**src/rtl/bin_to_bcd_seq.sv**
```systemverilog
// -----------------------------------------------------------------------------
// bin_to_bcd_seq
//   Sequential 16-bit binary to 5-digit BCD converter (double-dabble), one
//   bit per clock. A start accepted in IDLE produces a result and a one-cycle
//   done pulse exactly 16 edges later, whatever the data value.
//
// Ports
//   clk   : rising-edge clock
//   reset : asynchronous, active-high reset
//   en    : start request, sampled only in IDLE
//   bin   : 16-bit unsigned value, captured on the accepting edge
//   bcd   : five packed BCD digits ([19:16] ten-thousands .. [3:0] units)
//   busy  : high while converting
//   done  : single-cycle completion pulse
// -----------------------------------------------------------------------------
module bin_to_bcd_seq (
    input  logic        clk,
    input  logic        reset,
    input  logic        en,
    input  logic [15:0] bin,
    output logic [19:0] bcd,
    output logic        busy,
    output logic        done
);

    typedef enum logic [1:0] {
        IDLE    = 2'd0,
        CONVERT = 2'd1,
        DONE    = 2'd2
    } state_t;

    state_t      state;
    state_t      state_next;
    logic [15:0] shift_reg;
    logic [19:0] scratch;
    logic [3:0]  count;

    // Scratch digits after the add-3 correction, and the result of shifting
    // {corrected scratch, shift register} left by one.
    logic [19:0] corrected;
    logic [19:0] scratch_shifted;
    logic        last_shift;

    // NOTE: every signal assigned in an always_comb gets a default first, so
    // no path through the block can leave it unassigned and infer a latch.
    always_comb begin
        corrected = scratch;
        for (int i = 0; i < 5; i++) begin
            if (scratch[4*i +: 4] >= 4'd5) begin
                corrected[4*i +: 4] = scratch[4*i +: 4] + 4'd3;
            end
        end
        scratch_shifted = {corrected[18:0], shift_reg[15]};
        last_shift      = (count == 4'd15);
    end

    // Next-state logic and state-decoded outputs.
    always_comb begin
        state_next = state;
        busy       = 1'b0;
        done       = 1'b0;
        unique case (state)
            IDLE: begin
                if (en) begin
                    state_next = CONVERT;
                end
            end
            CONVERT: begin
                busy = 1'b1;
                if (last_shift) begin
                    state_next = DONE;
                end
            end
            DONE: begin
                done       = 1'b1;
                state_next = IDLE;
            end
            default: begin
                state_next = IDLE;
            end
        endcase
    end

    // NOTE: sequential state uses non-blocking assignments so every register
    // samples pre-edge values, independent of statement order.
    always_ff @(posedge clk or posedge reset) begin
        if (reset) begin
            state <= IDLE;
        end else begin
            state <= state_next;
        end
    end

    // NOTE: all datapath registers are reset, not just the FSM, because an
    // aborted conversion must leave bcd at zero and no stale scratch behind.
    always_ff @(posedge clk or posedge reset) begin
        if (reset) begin
            shift_reg <= '0;
            scratch   <= '0;
            count     <= '0;
            bcd       <= '0;
        end else begin
            unique case (state)
                IDLE: begin
                    if (en) begin
                        shift_reg <= bin;
                        scratch   <= '0;
                        count     <= '0;
                    end
                end
                CONVERT: begin
                    shift_reg <= {shift_reg[14:0], 1'b0};
                    scratch   <= scratch_shifted;
                    count     <= count + 4'd1;
                    // The 16th shift's result goes straight to the output.
                    if (last_shift) begin
                        bcd <= scratch_shifted;
                    end
                end
                default: begin
                end
            endcase
        end
    end

endmodule
```
**config.mk**
```make
export PLATFORM = sky130hd
export DESIGN_NAME = bin_to_bcd_seq
export DESIGN_NICKNAME = d
export VERILOG_FILES = /design/src/rtl/bin_to_bcd_seq.sv
export SDC_FILE = /design/constraint.sdc
export NUM_CORES = 1
export LEC_CHECK = 0
export ABC_AREA = 1
export BUFFER_PORTS_ARGS = -buffer_cell sky130_fd_sc_hd__buf_2
export CORE_AREA = 10 10 104 106
export DETAILED_ROUTE_END_ITERATION = 16
export DIE_AREA = 0 0 114 116
export GPL_TIMING_DRIVEN = 1
export PLACE_DENSITY = 0.58
export REMOVE_ABC_BUFFERS = 1
export SKIP_LAST_GASP = 1
export SLEW_MARGIN = 20
export SYNTH_ARGS = -nofsm -noshare
export SYNTH_HDL_FRONTEND = slang
export SYNTH_SLANG_ARGS = --single-unit
```
**constraint.sdc**
```tcl
create_clock -name clk -period 1.78 [get_ports clk]
set_clock_uncertainty 0.05 [all_clocks]
set_input_delay 0.089 -clock clk [delete_from_list [all_inputs] [get_ports clk]]
set_output_delay 0.089 -clock clk [all_outputs]
set_load 0.1 [all_outputs]
```
* Yosys cells after proc, flatten, opt, wreduce, memory -nomap -nowiden
Index checks and enable logic that the tools add are counted.
** Word-level totals
- Bits in registers :: 62
- Word-level logic and storage cells :: 42
- Input bits :: 19
** Operators by class
- Add/sub/neg operators :: 6
- Reduce and logical (&&, ||, !) cells :: 5
- Order comparisons :: 5
- Eq/ne operators :: 5
- Multiplexer cells :: 16
** Operators with widths (count)
- $pmux W20 S2 :: 1
- $pmux W16 S2 :: 1
- $ge A4 B3 Y1 const B :: 5
- $mux W20 :: 1
- $mux W4 :: 5
- $add A4 B2 Y4 const B :: 4
- $mux W16 :: 1
- $pmux W4 S2 :: 1
- $reduce_and A2 Y1 :: 3
- $add A4 B1 Y4 const B :: 1
- $eq A4 B4 Y1 const B :: 1
- $mux W2 :: 2
- $ne A2 B2 Y1 const B :: 2
- $pmux W2 S2 :: 1
- $add A3 B2 Y3 const B :: 1
- $mux W3 :: 1
- $eq A2 B1 Y1 const B :: 1
- $eq A2 B2 Y1 const B :: 1
- $logic_not A2 Y1 :: 1
- $mux W1 :: 2
- $reduce_bool A2 Y1 :: 1

* Depth between registers and ports, before layout
Gate-level depths: netlist of run 1.
- Depth after elaboration :: 3
- Mapped depth :: 9
- Depth with buffers taken out :: 9

* Worst setup path after synthesis of run 1
Ideal clock, no wire load.
- Path kind :: register -> output
- From :: register state[0]
- To :: output done
- Buffers on the path :: 0
- Data required time :: 1641 ps
- Arrival :: 1690 ps
- Setup slack :: -49 ps
- Cell stages (with the launch flop) :: 2
- Path through :: dfrtp_1 nor2_1
** Between the ends
- Word-level cells in the longest chain between the ends :: 2
** Ends and longest elaborated chain
- start: declaration :: RTL line 32 : state_t state;
- start signal: assignment :: RTL line 90 : state <= state_next;
- $eq A2 B2 Y1 :: RTL line 62 : unique case (state)
- $mux W1 :: RTL line 62
- end: declaration :: RTL line 23 : output logic done
No other way between the ends.

* Final worst setup path of run 1
- From :: register state[1]
- To :: output busy
** Between the ends
- Word-level cells in the longest chain between the ends :: 2
** Ends and longest elaborated chain
- $eq A2 B1 Y1 :: RTL line 62
- $mux W1 :: RTL line 62
- end: declaration :: RTL line 22 : output logic busy,
No other way between the ends.

==> impl_metrics.toml, run 1 <==
[outcome]
outcome = "finished clean"

[run]
drv_cap = 0

[sta]
rsz0062_at_grt = "false"
maxSlewViolCount = 0
tns_ps = 0
timing.final.crit_share = 0.9366
layout_min_cycle_time_ps = 1667
worstMarginPinSlew_ps = 510.0
fin_hold_ws_ps = 92.83
maxSlewHeadroom = 0.6623
finalSetupViolations = 0
fmax_mhz = 599.8
hold_viol_final = 0

[setup_path]
startpoint_type = "register"
critical_path_class = "register to output port"
cp.arrival_ps = 1530
ff2ff_setup_slack_ps = 290
crit_path_end_kind = "output port"
timing.rr.end = "bcd[19]$_DFFE_PP0P_"
required_ps = 1640
r2r_cells = 5
path_max_fanout = 19
r2r_start = "count[0]$_DFFE_PP0P_"

[finish]
multi_input_area_um2 = 1259
synthToLayoutAreaGrowth_pct = 24.37
drive_above_1_share = 0.1659
finalNetCount = 461
area.sequential_um2 = 1551
fillCellCount = 911
insertedDiodeCount = 0

[floorplanning]
die_area_um2 = 13220
pin_count = 41
dieHeight_um = 116
die_x_um = 114
coreArea_um2 = 8678
row_count = 34
floorplan.initialDensity = 0.3454

[synth]
synth_edf_count = 0
ys_ff_latch = 62
ys.flop_type = "dfrtp_1"
synthesis.area_um2 = 2998
yosysTopAreaCell = "dfrtp_1"
ys_seq_area_frac = 0.5175
netlist_instances = 365
synth.top_cell.area_share = 0.5175
synth_common_cells = "155 x nand2_1, 62 x dfrtp_1, 50 x nand3_1"
synthArstFlopShare = 1.000
synth.most_common_cell = "nand2_1"
synthDistinctLibCells = 23
syn_avg_cell_area_um2 = 8.213
yosys-top-cells-area = "dfrtp_1 52%, nand2_1 19%, nand3_1 8.3%"
yosys_warnings = 0

[placed_design]
globalplace.congestion = 0.8461
place_hpwl_mm = 4.666
io_buffers = 40

[global_route]
grt_pass1_vias = 2625
antenna_found_initial = 0
grt_max_degree = 42
grt-ovfl-total = 0
grt_usage = 0.1095
grt_first_pass_wirelength_mm = 11.94

[hold_path]
min_path_type = "primary input to register"
hp-start = "en"
worstHoldEndpoint = "state[0]$_DFFE_PP0P_"
hold_depth = 3

[route]
drc = 0
first_pass_iters = 7
avgRoutedWirePerCell_um = 12.40
num_vias = 2550
routed_wl_mm = 6.721
dr.first_iter.drc_count = 119
ant_nets = 0
vias_per_cell = 4.705

[clock_tree]
post_cts_buffers = 0
tritoncts = "yes"
numCtsBuffers = 9
numClockSinks = 62
clk_pin_slew_ps = 70
cts_max_level = 3
root_buffer = "clkbuf_8"
cts_buffer_depth = 2
clock_latency_ps = 340
==> logic make-up after synthesis <==
group | after synthesis | synth area share
AO/OA/AOI/OAI | 28 | 0.05175
buffers and inverters | 38 | 0.06260
flip-flops | 62 | 0.5175
AND/OR/NAND/NOR | 226 | 0.3222
adder cells (fa/ha/maj) | 11 | 0.04591
==> worst max-delay path, cell delays in order (launching register included) <==
cell,delay (ps)
dfrtp_1,370
inv_1,140
nand2_4,160
inv_4,160
buf_12,170
buf_12,180
==> metal layers <==
layer	GRT usage	vias to the layer above	routed length, µm
li1	-	1307	-
met1	0.1267	1151	3067
met2	0.1758	77	3046
met3	0.05168	15	520
met4	0.03592	0	87
met5	0	-	0
==> cell usage in the layout, fill, tap and decap left out <==
master,instances
nand2_1,155
nand2_4,1
buf_12,4
nor2_1,8
dfrtp_1,62
clkbuf_8,14
nand3_2,1
nand2_2,1
nand4_1,8
a21oi_1,2
buf_4,5
nor2_8,1
o21ai_0,15
o211ai_1,1
dlygate4sd3_1,17
nand3_1,50
buf_2,39
o21ai_1,3
nor2_2,1
o21a_1,1
inv_1,24
inv_2,3
o21ai_2,1
inv_4,1
o22ai_1,5
ha_1,11
==> metrics by stage <==
stage	setup slack [ps]	util	std cells	instance area (µm²)
6_report	112.9	0.4296	542	3729
3_3_place_gp	325.7	0.3875	511	3363
4_1_cts	29.47	0.4294	542	3726
5_1_grt	23.54	0.4296	542	3729
2_1_floorplan	-49.10	-	355	2915
3_5_place_dp	280.8	0.3875	511	3363
==> how the worst max path moves through the flow <==
stage	startpoint	end	slack, ps
after detailed placement	count[0]$_DFFE_PP0P_	bcd[19]$_DFFE_PP0P_	280
after global placement	count[0]$_DFFE_PP0P_	bcd[19]$_DFFE_PP0P_	330
after floorplan	state[0]$_DFFE_PP0P_	done	-50
after global routing	state[1]$_DFFE_PP0P_	busy	20
after CTS	state[1]$_DFFE_PP0P_	busy	30
final	state[1]$_DFFE_PP0P_	busy	110
==> timing repair <==
item                                    in CTS  in global routing
endpoints found under the hold margin       78                  0
hold buffers                                17                  0
endpoints found under the setup margin       0                  1
resized for setup                            0                  1
==> area by class of cell <==
class	count	share of cell area
Tap cell	108	0.03624
Sequential cell	62	0.4161
Multi-Input combinational cell	265	0.3376
Inverter	28	0.02886
Timing Repair Buffer	65	0.1295
Clock buffer	14	0.05168
Power of run 1 is left out: the tool's default activity adds up to more than one toggle a clock period on the data nets, which glitch-free logic cannot reach.
==> inputs of run 2 (changes only) <==
--- a/config.mk
+++ b/config.mk
@@ -8,6 +8,7 @@
 export ABC_AREA = 1
 export BUFFER_PORTS_ARGS = -buffer_cell sky130_fd_sc_hd__buf_2
 export CORE_AREA = 10 10 104 106
+export CTS_BUF_LIST = sky130_fd_sc_hd__clkbuf_4
 export DETAILED_ROUTE_END_ITERATION = 16
 export DIE_AREA = 0 0 114 116
 export GPL_TIMING_DRIVEN = 1
==> impl_metrics.toml, run 2 (synthesized netlist as in run 1, its figures left out) <==
[placed_design]
io_buffers = 40
globalplace.congestion = 0.8461
place_hpwl_mm = 4.666
dp_slack_ps = 280.8

[run]
drv_cap = 0

[setup_path]
required_ps = 1640
path_common_cell = "buf_12"
crit_path_max_incr_delay_ps = 380
path_delay_family = "buffers and inverters"
critical_path_class = "register to output port"
startpoint_type = "register"
worst-path-buf-inv = 4
ff2ff_setup_slack_ps = 290
cp.arrival_ps = 1510
slowest_stage = "dfrtp_1"
crit_path_end_kind = "output port"
path_max_fanout = 19
crit_chain = "inv_1 > nand2_4 > inv_6 > buf_12 > buf_12"

[sta]
maxSlewViolCount = 0
setup_slack_ps = 127.2
timing.final.crit_share = 0.9285
tns_ps = 0
maxSlewHeadroom = 0.6619
finalSetupViolations = 0
rsz0062_at_grt = "false"
worstMarginPinSlew_ps = 510.6
layout_min_cycle_time_ps = 1653
hold_viol_final = 0
fmax_mhz = 605.0

[hold_path]
min_path_type = "primary input to async pin"

[clock_tree]
cts_max_level = 3
numCtsBuffers = 9
root_buffer = "clkbuf_4"
clk_pin_slew_ps = 100
clock_latency_ps = 390
cts_buffer_depth = 2
tritoncts = "yes"
numClockSinks = 62

[floorplanning]
floorplan.initialDensity = 0.3454
row_count = 34
die_area_um2 = 13220
coreArea_um2 = 8678
pin_count = 41
die_x_um = 114
dieHeight_um = 116

[route]
num_vias = 2549
drc = 0
avgRoutedWirePerCell_um = 12.17
dr.first_iter.drc_count = 98
first_pass_iters = 5
vias_per_cell = 4.660
routed_wl_mm = 6.656
ant_nets = 0

[finish]
synthToLayoutAreaGrowth_pct = 22.25
fillCellCount = 922
insertedDiodeCount = 0
finalNetCount = 466
utilization = 0.4223
final_cell_mix = "155 x nand2_1, 62 x dfrtp_1, 50 x nand3_1, 39 x buf_2, 24 x inv_1"
final_common_cell = "nand2_1"
drive_above_1_share = 0.1617

[global_route]
grt-ovfl-total = 0
grt_usage = 0.1084
grt_first_pass_wirelength_mm = 11.87
grt_pass1_vias = 2640
antenna_found_initial = 0
grt_max_degree = 42

[outcome]
outcome = "finished clean"
## run 2: cell count changes in the layout (fill, tap and decap cells not counted), sizes merged
cell | previous run | this run
clkbuf | 14 | 9
buf | 48 | 52
dlygate4sd3 | 17 | 18
clkinv | 0 | 5
## run 2: final cells by class
| cell class | instances | area (µm²) | share of cell area |
|---|---|---|---|
| clock inverter | 5 | 18.77 | 0.005121 |
| tap | 108 | 135.1 | 0.03687 |
| clock buffer | 9 | 67.56 | 0.01844 |
| sequential | 62 | 1551 | 0.4234 |
| multi-input combinational | 265 | 1259 | 0.3435 |
| inverter | 28 | 110.1 | 0.03004 |
| timing repair buffer | 70 | 523.0 | 0.1427 |
## run 2: worst paths after layout
kind                                            from                        to  depth (start not counted)
min in group clk                              bin[0]  shift_reg[0]$_DFFE_PP0P_                          4
max in group asynchronous                      reset        bcd[2]$_DFFE_PP0P_                          4
worst max register to register  count[0]$_DFFE_PP0P_       bcd[19]$_DFFE_PP0P_                          5
worst max-delay path            state[1]$_DFFE_PP0P_                      busy                          5
worst min-delay path                           reset       bcd[13]$_DFFE_PP0P_                          3
worst min register to register   bcd[17]$_DFFE_PP0P_       bcd[17]$_DFFE_PP0P_                          2
## run 2: routing by layer
metal / share of wire / wire length (µm) / track usage / up-vias
met4: 0.012 / 82 / 0.03843 / 0
li1: - / - / - / 1321
met1: 0.46 / 3085 / 0.1260 / 1160
met3: 0.068 / 450 / 0.04599 / 12
met2: 0.46 / 3037 / 0.1754 / 56
met5: 0 / 0 / 0 / -
## run 2: what timing repair did
action | 4_1_cts | 5_1_grt
pin swaps | 0 | 1
hold buffers | 18 | 0
endpoints found under the setup margin | 1 | 1
endpoints found under the hold margin | 79 | 0
gates resized for setup | 1 | 1
buffers inserted | 0 | 4
## run 2: worst register-to-register path, cell delays in order, from the launching register on
cell     delay, ps
dfrtp_1        420
ha_1           240
nand3_2        130
nor2_8          40
inv_2          310
o21ai_0        170
## run 2: per-stage QoR
step	instance area [µm²]	std cells	hold WS, ps
after floorplan	2915	355	155.6
after detailed placement	3363	511	-70.21
after CTS	3632	543	26.11
after global routing	3665	547	71.77
after global placement	3363	511	-72.80
final	3665	547	66.82
Power of run 2 is left out for the same reason.
==> inputs of run 3 (changes only) <==
==> constraint.sdc (replaced) <==
create_clock -name clk -period 1.4 [get_ports clk]
set_clock_uncertainty 0.05 [all_clocks]
set_input_delay 0.07 -clock clk [delete_from_list [all_inputs] [get_ports clk]]
set_output_delay 0.07 -clock clk [all_outputs]
set_load 0.1 [all_outputs]
==> impl_metrics.toml, run 3 (synthesized netlist as in run 1, its figures left out) <==
[sta]
rsz0062_at_grt = "true"
worstMarginPinSlew_ps = 492.5
timing.final.crit_share = 1.038
maxSlewHeadroom = 0.6739
layout_min_cycle_time_ps = 1454
fmax_mhz = 687.9
maxSlewViolCount = 0
setup_slack_ps = -53.68
hold_viol_final = 0
finalSetupViolations = 2

[outcome]
outcome = "complete, but fails checks"
violations = "negative setup slack"

[setup_path]
startpoint_type = "register"
worst-path-buf-inv = 3
cp.arrival_ps = 1330
critical_path_class = "register to output port"
required_ps = 1280
crit_path_end_kind = "output port"
r2r_cells = 7
crit_path_max_incr_delay_ps = 450
slowest_stage = "dfrtp_2"
path_max_fanout = 5
path_delay_family = "flip-flops"
path_common_cell = "buf_12"
crit_cells = 4
crit_chain = "nand2_4 > inv_4 > buf_12 > buf_12"

[global_route]
grt_first_pass_wirelength_mm = 12.07
use_met3 = 0.04083
grt_max_degree = 63
busiest_layer = "met2"
grt_usage = 0.1124
use_met1 = 0.1357
grt-ovfl-total = 0
antenna_found_initial = 0
use_met2 = 0.1754
grt_pass1_vias = 2609

[clock_tree]
numCtsBuffers = 9
cts_buffer_depth = 2
tritoncts = "yes"
clk_pin_slew_ps = 100
root_buffer = "clkbuf_4"
cts_max_level = 3
numClockSinks = 62
clock_latency_ps = 410

[floorplanning]
pin_count = 41
floorplan.initialDensity = 0.3454
dieHeight_um = 116
coreArea_um2 = 8678
die_x_um = 114
row_count = 34
die_area_um2 = 13220

[route]
ant_nets = 0
first_pass_iters = 5
routed_wl_mm = 7.105
avgRoutedWirePerCell_um = 12.62
num_vias = 2622
vias_per_cell = 4.657
drc = 0
dr.first_iter.drc_count = 107

[finish]
insertedDiodeCount = 0
final_common_cell = "nand2_1"
finalNetCount = 481
layout.cells.non_filler = 563
synthToLayoutAreaGrowth_pct = 31.05
utilization = 0.4527
fillCellCount = 873
final_cell_mix = "146 x nand2_1, 61 x dfrtp_1, 46 x nand3_1, 37 x buf_2, 19 x buf_4"
drive_above_1_share = 0.2505

[hold_path]
min_path_type = "primary input to async pin"

[placed_design]
dp_cells = 519
io_buffers = 40
place_hpwl_mm = 4.637
globalplace.congestion = 0.8122

[run]
drv_cap = 0
==> run 3: cell types whose count changed in the layout (fill, tap and decap cells not counted), sizes merged <==
cell / change
clkbuf: +4
buf: +14
clkinv: -2
==> run 3: worst register-to-register path: cells and delay by family, from the launching register on <==
| family | cells | cell delay, ps |
|---|---|---|
| buf+inv | 3 | 390 |
| flops | 1 | 380 |
| simple gates | 3 | 340 |
| compound gates | 1 | 110 |
==> run 3: metrics by stage <==
step	worst slack, ps	hold WS [ps]	TNS, ps	instance area, µm²
global route	-122.7	251.4	-280.9	3929
global placement	6.254	113.1	0	3451
CTS	-86.34	188.5	-134.5	3786
finish	-53.68	196.0	-71.12	3929
detailed placement	-4.857	114.0	-4.857	3451
floorplan	-410.1	136.6	-20040	2915
==> run 3: final timing paths <==
kind / start / endpoint / slack [ps]
hold / removal: reset / bcd[10]$_DFFE_PP0P_ / 200
hold reg to reg: bcd[13]$_DFFE_PP0P_ / bcd[13]$_DFFE_PP0P_ / 430
min in group clk: bin[9] / shift_reg[9]$_DFFE_PP0P_ / 340
setup / recovery: state[0]$_DFFE_PP0P_ / busy / -50
setup reg to reg: state[1]$_DFFE_PP0P_ / count[3]$_DFFE_PP0P_ / 20
max in group asynchronous: reset / state[0]$_DFFE_PP0P_ / 790
==> run 3: area by class of cell <==
class | instances | area, µm² | area share
Sequential cell | 62 | 1553 | 0.3952
Timing Repair Buffer | 85 | 680.7 | 0.1732
Multi-Input combinational cell | 265 | 1345 | 0.3424
Clock buffer | 12 | 90.09 | 0.02293
Inverter | 28 | 112.6 | 0.02866
Clock inverter | 3 | 12.51 | 0.003185
Tap cell | 108 | 135.1 | 0.03439
==> run 3: layer usage <==
| metal | vias up | share of wire | routed length, µm |
|---|---|---|---|
| li1 | 1352 | - | - |
| met5 | - | 0 | 0 |
| met3 | 12 | 0.063 | 450 |
| met4 | 0 | 0.016 | 113 |
| met2 | 61 | 0.47 | 3329 |
| met1 | 1197 | 0.45 | 3211 |
==> run 3: what timing repair did <==
item                                   in CTS  in global routing
hold buffers                               18                  0
endpoints found under the hold margin      79                  0
resized for setup                           4                 34
pin swaps                                   1                  8
buffers inserted                            6                  5
setup endpoints to repair                   7                 39
Power of run 3 is left out for the same reason.
